## src/rtl/serial_adder_pkg.sv

```systemverilog
// Shared types and helpers for the bit-serial adder.
package serial_adder_pkg;

  typedef enum logic [1:0] {
    IDLE = 2'd0,
    RUN  = 2'd1,
    DONE = 2'd2
  } state_t;

  // Counter must reach WIDTH itself so it never wraps during RUN.
  function automatic int cnt_width(input int width);
    return $clog2(width + 1);
  endfunction

endpackage

```

## src/rtl/serial_adder_full_adder.sv

```systemverilog
// One-bit combinational full adder used as the serial datapath slice.
module full_adder (
  input  logic a,
  input  logic b,
  input  logic cin,
  output logic sum,
  output logic cout
);

  assign sum  = a ^ b ^ cin;
  assign cout = (a & b) | (cin & (a ^ b));

endmodule

```

## src/rtl/serial_adder.sv

```systemverilog
// Bit-serial adder: one bit position per RUN cycle, LSB first, result
// published in a single-cycle DONE state and held until the next one.
module serial_adder
  import serial_adder_pkg::*;
#(
  parameter int WIDTH       = 8,
  parameter bit SIGNED_MODE = 1'b0
) (
  input  logic             clk,
  input  logic             rst_n,
  input  logic             start_i,
  input  logic [WIDTH-1:0] a_i,
  input  logic [WIDTH-1:0] b_i,
  input  logic             cin_i,
  output logic             ready_o,
  output logic             done_o,
  output logic [WIDTH-1:0] sum_o,
  output logic             cout_o,
  output logic             ovf_o
);

  localparam int CW = cnt_width(WIDTH);

  state_t           state_reg;
  state_t           state_next;
  logic [WIDTH-1:0] a_reg;
  logic [WIDTH-1:0] b_reg;
  logic             carry_reg;
  logic [CW-1:0]    cnt_reg;
  logic [WIDTH-1:0] sum_reg;
  logic             cout_reg;
  logic             ovf_reg;

  logic             fa_sum;
  logic             fa_cout;
  logic             last_bit;
  logic [WIDTH-1:0] a_shift;

  full_adder u_fa (
    .a    (a_reg[0]),
    .b    (b_reg[0]),
    .cin  (carry_reg),
    .sum  (fa_sum),
    .cout (fa_cout)
  );

  assign last_bit = (cnt_reg == CW'(WIDTH - 1));

  // Sum bits are shifted into the MSB end of the A register as A drains out,
  // so after WIDTH shifts the register holds the complete sum.
  generate
    if (WIDTH == 1) begin : g_w1
      assign a_shift = fa_sum;
    end else begin : g_wn
      assign a_shift = {fa_sum, a_reg[WIDTH-1:1]};
    end
  endgenerate

  always_comb begin
    state_next = state_reg;
    ready_o    = 1'b0;
    done_o     = 1'b0;
    case (state_reg)
      IDLE: begin
        ready_o = 1'b1;
        if (start_i) state_next = RUN;
      end
      RUN: begin
        if (last_bit) state_next = DONE;
      end
      DONE: begin
        done_o     = 1'b1;
        state_next = IDLE;
      end
      default: state_next = IDLE;
    endcase
  end

  always_ff @(posedge clk or negedge rst_n) begin
    if (!rst_n) begin
      state_reg <= IDLE;
      a_reg     <= '0;
      b_reg     <= '0;
      carry_reg <= 1'b0;
      cnt_reg   <= '0;
      sum_reg   <= '0;
      cout_reg  <= 1'b0;
      ovf_reg   <= 1'b0;
    end else begin
      state_reg <= state_next;
      case (state_reg)
        IDLE: begin
          if (start_i) begin
            a_reg     <= a_i;
            b_reg     <= b_i;
            carry_reg <= cin_i;
            cnt_reg   <= '0;
          end
        end
        RUN: begin
          a_reg     <= a_shift;
          b_reg     <= b_reg >> 1;
          carry_reg <= fa_cout;
          cnt_reg   <= cnt_reg + CW'(1);
          // On the MSB, carry_reg is the carry into bit WIDTH-1.
          if (last_bit) begin
            sum_reg  <= a_shift;
            cout_reg <= fa_cout;
            ovf_reg  <= SIGNED_MODE ? (carry_reg ^ fa_cout) : fa_cout;
          end
        end
        default: ;
      endcase
    end
  end

  assign sum_o  = sum_reg;
  assign cout_o = cout_reg;
  assign ovf_o  = ovf_reg;

endmodule

```

## config.mk

```make
export PLATFORM = sky130hd
export DESIGN_NAME = serial_adder
export DESIGN_NICKNAME = d
export VERILOG_FILES = /design/src/rtl/serial_adder_pkg.sv /design/src/rtl/serial_adder_full_adder.sv /design/src/rtl/serial_adder.sv
export SDC_FILE = /design/constraint.sdc
export NUM_CORES = 1
export LEC_CHECK = 0
export BUFFER_PORTS_ARGS = -buffer_cell sky130_fd_sc_hd__buf_4
export CORE_ASPECT_RATIO = 0.8
export CORE_UTILIZATION = 47
export DETAILED_ROUTE_END_ITERATION = 16
export GPL_ROUTABILITY_DRIVEN = 0
export PLACE_DENSITY = 0.74
export SLEW_MARGIN = 10
export SYNTH_ARGS = -nofsm -noshare
export SYNTH_HDL_FRONTEND = slang
export SYNTH_SLANG_ARGS = --single-unit
```

## constraint.sdc

```tcl
create_clock -name clk -period 1.3 [get_ports clk]
set_input_delay 0.065 -clock clk [delete_from_list [all_inputs] [get_ports clk]]
set_output_delay 0.065 -clock clk [all_outputs]
set_load 0.03 [all_outputs]
```

# Yosys cells after proc, flatten, opt, wreduce, memory -nomap -nowiden
# Index checks and enable logic that the tools add are counted.
[totals]
reg_bits = 32
elab_cells = 36
inputBits = 20
[op_classes]
mux = 13
bitwise = 5
reduce_logical = 5
add_sub_neg = 1
n_eq_ne = 5
[op_table]
columns = ["operator", "n"]
rows = [
  ["$pmux W8 S2", 2],
  ["$mux W8", 2],
  ["$pmux W4 S2", 1],
  ["$reduce_and A2 Y1", 3],
  ["$add A4 B1 Y4 const B", 1],
  ["$eq A4 B3 Y1 const B", 1],
  ["$mux W2", 2],
  ["$mux W4", 1],
  ["$ne A2 B2 Y1 const B", 2],
  ["$pmux W2 S2", 1],
  ["$mux W1", 3],
  ["$and A1 B1 Y1", 2],
  ["$eq A2 B1 Y1 const B", 1],
  ["$eq A2 B2 Y1 const B", 1],
  ["$logic_not A2 Y1", 1],
  ["$pmux W1 S2", 1],
  ["$reduce_bool A2 Y1", 1],
  ["$xor A1 B1 Y1", 2],
  ["$or A1 B1 Y1", 1],
]

# Depth between registers and ports, before layout
# Gate-level depths: netlist of run 1.
[logic_depth]
depth_word = 4
ltp_mapped = 4
mapped_depth_nobuf = 4

# Cells and area by module
# From an unflattened synthesis of run 1, not the netlist that was laid out.
[hier_totals]
cells_unflattened = 134
area_unflattened_um2 = 1452.6
[by_module_without_submodules]
columns = ["module", "seq_area_each_um2", "cells_per_inst", "instances", "area_each_um2"]
rows = [
  ["serial_adder", 800.8, 133, 1, 1432.6],
  ["full_adder", 0.0, 1, 1, 20.0],
]

# Least setup slack after synthesis of run 1
# OpenSTA, ideal clock, no wires.
[synth_timing]
path_type = "flip-flop to output port"
from = "register state_reg[1]"
to = "output done_o"
path_stages_with_launch = 4
setup_slack_ps = -163
arrival_time_ps = 1398
path_cell_list = "dfrtp_1 clkbuf_1 clkbuf_1 nor2b_1"
[synth_via]
elab_chain_len = 2
[synth_lines]
columns = ["element", "line_no", "text"]
rows = [
  ["start: declaration", "serial_adder.sv:24", "state_t state_reg;"],
  ["start signal: assignment", "serial_adder.sv:90", "state_reg <= state_next;"],
  ["$eq A2 B2 Y1", "serial_adder.sv:63", "case (state_reg)"],
  ["$mux W1", "serial_adder.sv:63", ""],
  ["end: declaration", "serial_adder.sv:16", "output logic done_o,"],
]
# Every way passes these cells.

# Worst setup path after layout of run 1
[layout_timing]
from = "register cnt_reg[0]"
to = "register sum_reg[4] (netlist: sum_o[4])"
[layout_via]
elab_chain_len = 2
[layout_lines]
columns = ["element", "line_no", "text"]
rows = [
  ["start: declaration", "serial_adder.sv:29", "logic [CW-1:0] cnt_reg;"],
  ["start signal: assignment", "serial_adder.sv:104", "cnt_reg <= cnt_reg + CW'(1);"],
  ["$eq A4 B3 Y1", "serial_adder.sv:47", "assign last_bit = (cnt_reg == CW'(WIDTH - 1));"],
  ["$reduce_and A2 Y1 (no line)", "--", ""],
  ["end signal: assignment", "serial_adder.sv:107", "sum_reg <= a_shift;"],
  ["end: declaration", "serial_adder.sv:30", "logic [WIDTH-1:0] sum_reg;"],
]
# Every way passes these cells.
# A chain may end at the register's enable or synchronous reset.

==> impl_metrics.py, run 1 <==
metrics = {
    "setup_path": {
        "worstPathBufferInverterCount": 1,
        "worstSetupPathType": "reg -> reg",
        "end_kind": "flip-flop",
        "path_delay_family": "flip-flops",
        "cpMaxStageDelayCell": "dfrtp_1",
        "critPathMaxStageDelay_ns": 0.40,
        "cp-start-kind": "flip-flop",
        "cp_max_fo": 6,
        "path_cells": "ha_4, nand2_4, nor3_4, buf_6, mux2_4",
        "cp.arrival_ns": 1.56,
        "required_ns": 1.46,
        "ff2ff_path_depth": 5,
        "path_depth": 5,
    },
    "drt": {
        "wl_per_cell_um": 17.24,
        "num_vias": 1238,
        "ant_nets": 0,
        "drc_errors": 0,
        "firstDrtPassIters": 4,
        "routed_wl_um": 3845,
        "drt_iter0_drc": 79,
        "viasPerCell": 5.552,
    },
    "sta": {
        "tightest_slew_ns": 0.4146,
        "hold_slack_ns": 0.05165,
        "finalSetupTns_ns": -0.7073,
        "rsz0062_at_grt": "yes",
        "min_period_ns": 1.393,
        "drv_slew": 0,
        "min_period_over_period": 1.071,
        "timing.fmax_ghz": 0.7180,
        "finClkSkew_ns": 0.006956,
        "hold_violations": 0,
        "final-setup-viol-count": 9,
        "worst_slack_ns": -0.09273,
        "timing.slew.headroom": 0.7236,
    },
    "worst_hold_path": {
        "hold_class": "in -> reg",
        "worst_hold_path.num_cells": 3,
    },
    "power_and_ir_drop": {
        "seqPwrFrac": 0.366,
        "leakagePower_nw": 0.9695,
        "share_comb_of_total_power": 0.494,
        "power_mw": 5.048,
        "power.internal_mw": 3.051,
        "pwr-share-clk": 0.140,
        "pwr_density_cell_nw_per_um2": 2460,
        "p_sw_mw": 1.997,
        "swShare": 0.3955,
        "vdd_ir_drop_max_uv": 1487,
    },
    "clock_network": {
        "worstSkewPairLatency_ns": 0.28,
        "cts_buffers": 5,
        "cts.sinks": 32,
        "root_buffer": "clkbuf_8",
        "cts.clk_slew.worst_paths_ns": 0.07,
        "cts_buffer_depth": 2,
        "cts_tree": "done",
        "htree_levels": 2,
    },
    "layout": {
        "nNetsFinal": 207,
        "drive_above_1_share": 0.4162,
        "syn_to_final_growth_pct": 40.05,
        "seq_area_um2": 802.0,
        "fin_util": 0.7199,
        "nFillCells": 214,
        "multi_input_area_um2": 713.2,
        "antenna_cells": 0,
    },
    "synthesis": {
        "synth_cell_types": 21,
        "yosysSeqAreaShare": 0.5465,
        "yosysWarnings": 0,
        "synth_area_um2": 1465,
        "syn_inst": 135,
        "yosys_register_bits": 32,
        "post_synth.cell_area_avg_um2": 10.85,
        "syn-num-nets": 157,
    },
    "placed_design": {
        "io_buffers": 31,
        "hpwl_um": 2563,
    },
    "global_route": {
        "grt_max_degree": 33,
        "grt_pass1_wl_um": 6279,
        "antenna_found_initial": 0,
        "grt_util_all_layers": 0.2552,
        "gr-total-overflow": 0,
        "grt_pass1_vias": 1346,
    },
    "floorplanning": {
        "die_area_um2": 3346,
        "row_count": 17,
        "dieWidth_um": 64.43,
        "fp.dieH_um": 51.94,
        "fp.coreArea_um2": 2850,
        "ioPinCount": 32,
        "initial_core_util": 0.5140,
    },
    "run_status": {
        "status": "complete, but fails checks",
        "violations": "setup timing",
    },
    "run": {
        "maxCapViolCount": 0,
    },
}
==> synth_stat cells <==
cell	count	area share
a21oi_1	12	0.041
nor2b_1	15	0.064
ha_1	1	0.0085
clkbuf_1	8	0.020
o21ai_0	18	0.061
dfrtp_1	32	0.55
a32o_1	1	0.0068
mux2_2	9	0.069
o311ai_0	1	0.0060
nand2b_2	1	0.0060
o21bai_1	1	0.0051
a22oi_1	16	0.082
nand3_1	2	0.0068
a22o_1	1	0.0060
nor2_1	3	0.0077
nor3_4	1	0.011
mux2i_1	1	0.0068
fa_1	1	0.014
buf_4	1	0.0051
inv_1	1	0.0026
nand2_1	9	0.023
==> routing by layer <==
metal  vias up  part of all wire  wire length (µm)  track usage
met5         -                 0                 0            0
met4         0             0.014                55       0.1185
met3         8             0.068               263      0.07456
met2        51              0.47              1824       0.4053
met1       598              0.44              1702       0.3234
li1        581                 -                 -            -
==> path summary, 6_finish.rpt <==
kind / startpoint / to / slack [ns]
worst min register to register: b_reg[3] / b_reg[3] / 0.50
min in group asynchronous: rst_n / b_reg[2] / 0.26
worst min-delay path: a_i[7] / a_reg[7] / 0.05
worst max-delay path: cnt_reg[0] / sum_o[4] / -0.09
worst max register to register: cnt_reg[0] / sum_o[4] / -0.09
max in group asynchronous: rst_n / state_reg[0] / 0.72
==> metrics by stage <==
stage | area [µm²] | instances | setup slack [ns]
3_5_place_dp | 1829 | 209 | -0.1899
3_3_place_gp | 1829 | 209 | -0.09080
2_1_floorplan | 1481 | 135 | -0.1269
4_1_cts | 1996 | 221 | -0.1032
5_1_grt | 2052 | 223 | -0.1409
6_report | 2052 | 223 | -0.09273
==> cell families (layout without fill, tap and decap cells) <==
kind of cell    after synthesis  after routing  share of synthesized area
flops                        32             32                     0.5465
simple gates                 31             31                     0.1187
mux                          10             10                    0.07601
fa+ha+maj                     2              2                    0.02220
compound gates               50             50                     0.2084
buf+inv                      10             60                    0.02818
==> worst register-to-register path, delay by kind of cell (launching register included) <==
| family | cells | cell delay [ns] |
|---|---|---|
| muxes | 1 | 0.30 |
| buffers and inverters | 1 | 0.18 |
| and+or+nand+nor | 2 | 0.23 |
| DFF | 1 | 0.40 |
| adders and majority gates | 1 | 0.17 |
==> cells in the final DEF, fill, tap and decap left out, types with 2 or more instances in the layout <==
cell type	netlist	final
dfrtp_1	32	31
o21ai_1	0	4
nor2b_4	0	3
nor2b_1	15	11
mux2_4	0	9
clkbuf_8	0	5
buf_4	1	47
buf_6	0	4
nor2_1	3	3
a22oi_1	16	16
o21ai_0	18	14
a21oi_1	12	12
nand2_1	9	8
nand3_1	2	2
==> what timing repair did <==
action                                  4_1_cts  5_1_grt
pin swaps                                     2        1
gates resized for setup                      14       14
endpoints found under the setup margin       27       24
buffers inserted                              4        3
hold endpoints to repair                     32        0
hold buffers                                  1        0
==> cell type report <==
| class | instances | share of cell area |
|---|---|---|
| sequential | 32 | 0.3909 |
| multi-input combinational | 93 | 0.3476 |
| timing repair buffer | 52 | 0.1988 |
| clock buffer | 6 | 0.03537 |
| tap | 38 | 0.02317 |
| clock inverter | 1 | 0.002439 |
| inverter | 1 | 0.001829 |
==> power by group through the flow <==
| stage | Sequential, mW | Combinational, mW | Clock [mW] |
|---|---|---|---|
| after floorplan | 1.95 | 1.14 | 0 |
| after global placement | 1.77 | 2.05 | 0 |
| after detailed placement | 1.81 | 2.14 | 0 |
| after CTS | 1.83 | 2.33 | 0.714 |
| after global routing | 1.90 | 2.70 | 0.762 |
| final | 1.85 | 2.50 | 0.705 |
(Power assumes the default switching activity.)
==> run 2: changes to the inputs <==
--- a/config.mk
+++ b/config.mk
@@ -7,10 +7,10 @@
 export LEC_CHECK = 0
 export BUFFER_PORTS_ARGS = -buffer_cell sky130_fd_sc_hd__buf_4
 export CORE_ASPECT_RATIO = 0.8
-export CORE_UTILIZATION = 47
+export CORE_UTILIZATION = 53
 export DETAILED_ROUTE_END_ITERATION = 16
 export GPL_ROUTABILITY_DRIVEN = 0
-export PLACE_DENSITY = 0.74
+export PLACE_DENSITY = 0.79
 export SLEW_MARGIN = 10
 export SYNTH_ARGS = -nofsm -noshare
 export SYNTH_HDL_FRONTEND = slang
==> constraint.sdc (replaced) <==
create_clock -name clk -period 1.4 [get_ports clk]
set_input_delay 0.07 -clock clk [delete_from_list [all_inputs] [get_ports clk]]
set_output_delay 0.07 -clock clk [all_outputs]
set_load 0.03 [all_outputs]
==> run 2 against run 1 <==
  * The flow still finishes with violations (setup timing)
  * Register-to-register slack improved by 0.03 ns
  * Die area decreased by 11%
  * Largest cell class unchanged
  * Clock power increased by 15%
  * Highest routed layer unchanged
  * Routed wire length increased by 13%
  * Utilization increased by 14 points
  * Worst hold slack got worse by 0.032 ns
  * Largest power group unchanged
==> impl_metrics.py, run 2 (synthesis results as in run 1) <==
metrics = {
    "run_status": {
        "status": "complete, but fails checks",
        "violations": "setup timing",
    },
    "layout": {
        "antenna_cells": 0,
        "drive_above_1_share": 0.4410,
        "fin_util": 0.8606,
        "nNetsFinal": 216,
        "layout_common_cells": "buf_4 (52), dfrtp_1 (31), o21ai_0 (17)",
        "mostFrequentLayoutCell": "buf_4",
        "fin_area_um2": 2171,
        "final_cells": 231,
        "syn_to_final_growth_pct": 48.16,
    },
    "sta": {
        "hold_slack_ns": 0.01938,
        "finClkSkew_ns": 0.01915,
        "hold_violations": 0,
        "timing.fmax_ghz": 0.6836,
        "min_period_ns": 1.463,
        "min_period_over_period": 1.045,
        "rsz0062_at_grt": "yes",
        "finalSetupTns_ns": -0.3782,
        "worst_slack_ns": -0.06277,
        "tightest_slew_ns": 0.4108,
        "timing.slew.headroom": 0.7261,
        "final-setup-viol-count": 10,
        "drv_slew": 0,
    },
    "clock_network": {
        "htree_levels": 2,
        "root_buffer": "clkbuf_4",
        "cts_buffers": 5,
        "worstSkewPairLatency_ns": 0.35,
        "cts.sinks": 32,
        "cts.clk_slew.worst_paths_ns": 0.11,
        "cts_tree": "done",
        "cts_buffer_depth": 2,
    },
    "worst_hold_path": {
        "worst_hold_path.num_cells": 3,
        "hold_start": "a_i[1]",
        "hold_class": "in -> reg",
        "min_to": "a_reg[1]",
    },
    "drt": {
        "wl_per_cell_um": 18.78,
        "viasPerCell": 6.013,
        "routed_wl_um": 4339,
        "ant_nets": 0,
        "drc_errors": 0,
        "num_vias": 1389,
        "drt_iter0_drc": 116,
        "firstDrtPassIters": 5,
    },
    "power_and_ir_drop": {
        "power_mw": 5.009,
        "vdd_ir_drop_max_uv": 1445,
        "leakagePower_nw": 1.027,
        "pwr_density_cell_nw_per_um2": 2307,
    },
    "global_route": {
        "grt_util_all_layers": 0.2646,
        "grt_pass1_vias": 1207,
        "grt_pass1_wl_um": 5575,
        "gr-total-overflow": 0,
        "grt_max_degree": 33,
        "antenna_found_initial": 0,
    },
    "setup_path": {
        "required_ns": 1.62,
        "r2r_slack_ns": -0.06,
        "r2r-end": "sum_o[2]",
        "worstSetupPathType": "reg -> reg",
        "end_kind": "flip-flop",
        "ff2ff_path_depth": 5,
        "cp-start-kind": "flip-flop",
        "cp_max_fo": 5,
        "regToRegStartpoint": "cnt_reg[0]",
        "cp.arrival_ns": 1.68,
    },
    "floorplanning": {
        "dieWidth_um": 60.79,
        "initial_core_util": 0.5809,
        "row_count": 16,
        "fp.dieH_um": 49.03,
        "fp.coreArea_um2": 2522,
        "ioPinCount": 32,
        "die_area_um2": 2980,
    },
    "placed_design": {
        "pre_cts_slack_ns": -0.08339,
        "dp.cells": 205,
        "hpwl_um": 2189,
        "io_buffers": 31,
        "dpl-instance-area_um2": 1810,
    },
    "run": {
        "maxCapViolCount": 0,
    },
}
## run 2: cell type report
cell class,count,area (µm²)
Multi-Input combinational cell,93,699.4
Inverter,1,3.754
Clock inverter,1,30.03
Timing Repair Buffer,61,525.5
Fill cell,133,351.6
Tap cell,36,45.04
Sequential cell,32,802.0
Clock buffer,7,65.06
## run 2: worst max path at each step
| stage | depth (start not counted) | endpoint | start |
|---|---|---|---|
| CTS | 6 | sum_o[4] | cnt_reg[0] |
| global route | 5 | sum_o[2] | cnt_reg[1] |
| floorplan | 3 | ovf_o | state_reg[1] |
| global placement | 4 | sum_o[7] | state_reg[1] |
| detailed placement | 3 | b_reg[0] | state_reg[0] |
| finish | 5 | sum_o[2] | cnt_reg[0] |
## run 2: worst max-delay path, stage by stage (launching register included)
cell and delay, ns:
dfrtp_1 0.37, ha_2 0.21, nand2_4 0.07, nor3_4 0.20, buf_6 0.17, mux2_4 0.31
## run 2: per-layer routing
| metal | global-route usage | wire (µm) |
|---|---|---|
| met1 | 0.3667 | 1705 |
| met2 | 0.4011 | 2154 |
| met3 | 0.09019 | 387 |
| met5 | 0 | 0 |
| met4 | 0.06439 | 91 |
## run 2: what timing repair did
| action | CTS | global route |
|---|---|---|
| endpoints found under the hold margin | 33 | 0 |
| setup endpoints to repair | 21 | 29 |
| cloned | 1 | 2 |
| gates resized for setup | 7 | 23 |
| pin swaps | 0 | 2 |
| hold buffers | 2 | 0 |
| buffers inserted | 6 | 9 |
## run 2: power breakdown
group	switching [mW]	internal [mW]	total (mW)	leakage, nW
combinational	1.25	1.26	2.51	0.569
clock	0.338	0.474	0.813	0.0515
sequential	0.354	1.33	1.68	0.407
total	1.94	3.06	5.01	1.03
